[src/rtl/m_mux16_arbiter.sv]
// Two-requester round-robin arbiter feeding a registered 16-bit output stage with valid/ready.
// Grant is issued in the request cycle; the word appears on o_data 1 cycle later. Stalls while o_valid && !i_ready.
// Optional macro M_MUX16_ARBITER_FIXED_PRIO_EN: A always wins contention (B may starve).
module m_mux16_arbiter #(
    parameter int WIDTH = 16
) (
    input  logic             i_clk,
    input  logic             i_rst,
    input  logic             i_req_a,
    input  logic [WIDTH-1:0] i_data_a,
    input  logic             i_req_b,
    input  logic [WIDTH-1:0] i_data_b,
    output logic             o_gnt_a,
    output logic             o_gnt_b,
    output logic             o_sel,
    output logic             o_valid,
    output logic [WIDTH-1:0] o_data,
    output logic             o_src,
    input  logic             i_ready
);

    typedef enum logic [1:0] {
        IDLE   = 2'd0,
        HOLD_A = 2'd1,
        HOLD_B = 2'd2
    } state_t;

    state_t           state_q, state_d;
    logic             valid_q, valid_d;
    logic [WIDTH-1:0] data_q, data_d;
    logic             src_q, src_d;
    logic             last_q, last_d;

    logic             any_req;
    logic             winner;
    logic             load;

    always_comb begin
        any_req = i_req_a | i_req_b;
`ifdef M_MUX16_ARBITER_FIXED_PRIO_EN
        winner  = i_req_a ? 1'b0 : 1'b1;
`else
        // Under contention the side that did not win last time goes next.
        winner  = (i_req_a & i_req_b) ? ~last_q : i_req_b;
`endif
        load    = ((state_q == IDLE) | i_ready) & any_req & ~i_rst;
    end

    assign o_gnt_a = load & ~winner;
    assign o_gnt_b = load & winner;
    assign o_sel   = load ? winner : last_q;
    assign o_valid = valid_q;
    assign o_data  = data_q;
    assign o_src   = src_q;

    always_comb begin
        state_d = state_q;
        valid_d = valid_q;
        data_d  = data_q;
        src_d   = src_q;
        last_d  = last_q;
        if (load) begin
            state_d = winner ? HOLD_B : HOLD_A;
            valid_d = 1'b1;
            data_d  = winner ? i_data_b : i_data_a;
            src_d   = winner;
            last_d  = winner;
        end else if (valid_q & i_ready) begin
            state_d = IDLE;
            valid_d = 1'b0;
        end
    end

    always_ff @(posedge i_clk) begin
        if (i_rst) begin
            state_q <= IDLE;
            valid_q <= 1'b0;
            data_q  <= '0;
            src_q   <= 1'b0;
            last_q  <= 1'b1;
        end else begin
            state_q <= state_d;
            valid_q <= valid_d;
            data_q  <= data_d;
            src_q   <= src_d;
            last_q  <= last_d;
        end
    end

endmodule

[config.mk]
export PLATFORM = sky130hd
export DESIGN_NAME = m_mux16_arbiter
export DESIGN_NICKNAME = d
export VERILOG_FILES = /design/src/rtl/m_mux16_arbiter.sv
export SDC_FILE = /design/constraint.sdc
export NUM_CORES = 1
export LEC_CHECK = 0
export BUFFER_PORTS_ARGS = -buffer_cell sky130_fd_sc_hd__buf_2
export CORE_MARGIN = 10
export CORE_UTILIZATION = 43
export DETAILED_ROUTE_END_ITERATION = 10
export PLACE_DENSITY = 0.88
export SYNTH_ARGS = -nofsm -noshare
export SYNTH_HDL_FRONTEND = slang
export SYNTH_SLANG_ARGS = --single-unit
[constraint.sdc]
create_clock -name i_clk -period 1.6 [get_ports i_clk]
set_input_delay 0.08 -clock i_clk [delete_from_list [all_inputs] [get_ports i_clk]]
set_output_delay 0.08 -clock i_clk [all_outputs]
set_load 0.005 [all_outputs]
==> flow_metrics.py <==
metrics = {
    "timing": {
        "finalSetupViolCount": 0,
        "max_freq_mhz": 665,
        "timing.final.crit_share_pct": 94.0,
        "relSlewSlack_pct": 68.0,
        "tns_ns": 0,
        "rsz0062_at_grt": "false",
        "drv_slew": 0,
        "hold_viol": 0,
        "finClkSkew_ns": 0.00873,
        "min_period_ns": 1.50,
        "tightestPinTransition_ns": 0.478,
    },
    "global_routing": {
        "globalRouteTotalUtil_pct": 12.1,
        "antenna_found_initial": 0,
        "grt_pass1_vias": 978,
        "overflow": 0,
        "grt_max_degree": 19,
        "grt_pass1_wl_mm": 4.41,
    },
    "finish": {
        "area_delta_synth_final_pct": 29.3,
        "seqCellArea_um2": 420,
        "nets": 192,
        "fin_cells": 182,
        "antenna_cells": 0,
        "multiInputGateArea_um2": 536,
        "drive_gt1_share_pct": 43.5,
        "fin_util_pct": 59.0,
        "fill_cells": 212,
    },
    "logic_synthesis": {
        "synthDominantCellAreaShare_pct": 40.8,
        "yosysSeqAreaShare_pct": 40.8,
        "ys_ff_latch": 21,
        "synth_warnings": 0,
        "synthesis.area_um2": 1030,
        "yosysTopAreaCell": "dfxtp_1",
        "yosysUniqueCellTypes": 24,
        "avgSynthCellArea_um2": 10.7,
        "syn_nets": 133,
        "ys_top_cells_by_area": "dfxtp_1 41%, mux2i_1 31%, nand2_1 6.6%, buf_12 3.9%, buf_6 2.2%",
        "synthCells": 96,
    },
    "route": {
        "drt-total-wl_mm": 2.82,
        "wl_per_cell_um": 15.5,
        "drc": 0,
        "drt_iter0_markers": 23,
        "viasPerCell": 4.87,
        "vias": 887,
        "ant_nets": 0,
        "firstDrtPassIters": 4,
    },
    "clock_network": {
        "cts.sinks": 21,
        "cts_buffers": 3,
        "clk_pin_slew_ns": 0.11,
        "htree_levels": 1,
        "clock_path_buffers": 2,
        "cts_tree": "done",
        "root_buffer": "clkbuf_4",
        "worstSkewPairLatency_ns": 0.30,
    },
    "floorplan": {
        "fp.dieArea_um2": 4750,
        "initial_utilization_pct": 45.7,
        "die_w_um": 68.9,
        "core_area_um2": 2250,
        "pin_count": 58,
        "rows": 17,
        "die_h_um": 68.9,
    },
    "worst_setup_path": {
        "cp-start-kind": "flop",
        "critPathCaptureType": "output pin",
        "cp.required_ns": 1.52,
        "path_class": "flop to output pin",
        "crit_fanout": 6,
        "cp.arrival_ns": 1.42,
    },
    "flow_run": {
        "cap_violations": 0,
    },
    "status": {
        "status": "finished clean",
    },
    "place": {
        "port_buffers": 57,
        "dp_cells": 177,
        "dpl.hpwl_mm": 2.32,
        "place.gp.congestion": 0.742,
    },
    "pwr": {
        "ir_worst_vdd_uv": 520,
        "p_leak_nw": 0.691,
        "cellPowerDensity_nw_per_um2": 860,
    },
    "hold_path": {
        "hp-class": "primary input to flop",
    },
}
critical path, stage by stage, from the launching register on:
cell and delay, ns:
dfxtp_1 0.34, o21ba_1 0.30, nor3_1 0.31, buf_2 0.18
stage by stage:
stage	setup WS [ns]	hold slack, ns	power, mW	cell area (um2)
floorplan	0.418	0.149	0.792	1030
global placement	0.380	0.317	0.894	1290
detailed placement	0.276	0.330	0.911	1290
CTS	0.0857	0.00570	1.16	1330
global route	0.00153	0.00602	1.22	1330
finish	0.0966	0.00994	1.14	1330
cells in the final DEF (no fill, tap or decap), types with 2 or more instances in the layout:
cell      instances
dfxtp_1          21
clkbuf_4          3
o21ai_0           2
buf_2            57
mux2i_1          32
a21oi_1           2
nand2_1          18
layout make-up:
cell class              count  share of cell area, %
inverters                   2                  0.564
flip-flops and latches     21                   31.6
clock buffers               4                   1.97
well taps                  28                   2.63
repair buffers             59                   23.0
multi-input cells          68                   40.2
power breakdown:
part | internal (mW) | switching, mW
clock network | 0.0970 | 0.151
logic | 0.148 | 0.136
registers | 0.581 | 0.0310
final timing paths:
| path | from | end | slack [ns] | cells past startpoint |
|---|---|---|---|---|
| max | state_q[0] | o_gnt_a | 0.1 | 3 |
| min | i_rst | o_src | 0.01 | 2 |
| max reg2reg | state_q[0] | o_data[10] | 0.26 | 3 |
| min reg2reg | o_data[2] | o_data[2] | 0.47 | 2 |
registers in the layout, summed over array words and instances (netlist names):
register,count
o_src,1
o_data,16
o_valid,1
state_q,2
last_q,1
timing repair:
action                                  4_1_cts  5_1_grt
hold buffers                                  1        0
endpoints found under the setup margin        0        2
setup buffers                                 0        0
resized for setup                             0        1
hold endpoints to repair                      1        0
kinds of logic (layout without fill, tap and decap cells):
family / after synthesis / in the layout / synth area share, %
AO/OA/AOI/OAI: 13 / 13 / 10.1
buffers and inverters: 7 / 65 / 7.17
flip-flops: 21 / 21 / 40.8
multiplexers: 32 / 32 / 31.1
AND/OR/NAND/NOR: 23 / 23 / 10.8
Yosys cell counts, drive strengths merged:
| library cell | number |
|---|---|
| mux2i | 32 |
| dfxtp | 21 |
| nand2 | 18 |
| buf | 4 |
| a21oi | 2 |
| nand3 | 2 |
| nor2 | 2 |
| o21ai | 2 |
| o21ba | 2 |
| o21bai | 2 |
| a21boi | 1 |
| a21o | 1 |
| clkbuf | 1 |
| clkinv | 1 |
| inv | 1 |
| nor3 | 1 |
| o211a | 1 |
| o211ai | 1 |
| o21a | 1 |
metal layers:
layer / vias to the layer above / GRT usage [%] / wire, um
met3: 4 / 2.74 / 169
met5: - / 0 / 0
li1: 453 / - / -
met1: 408 / 11.4 / 988
met2: 22 / 23.4 / 1600
met4: 0 / 6.65 / 58
No activity file was read; power rests on OpenSTA's default activity.
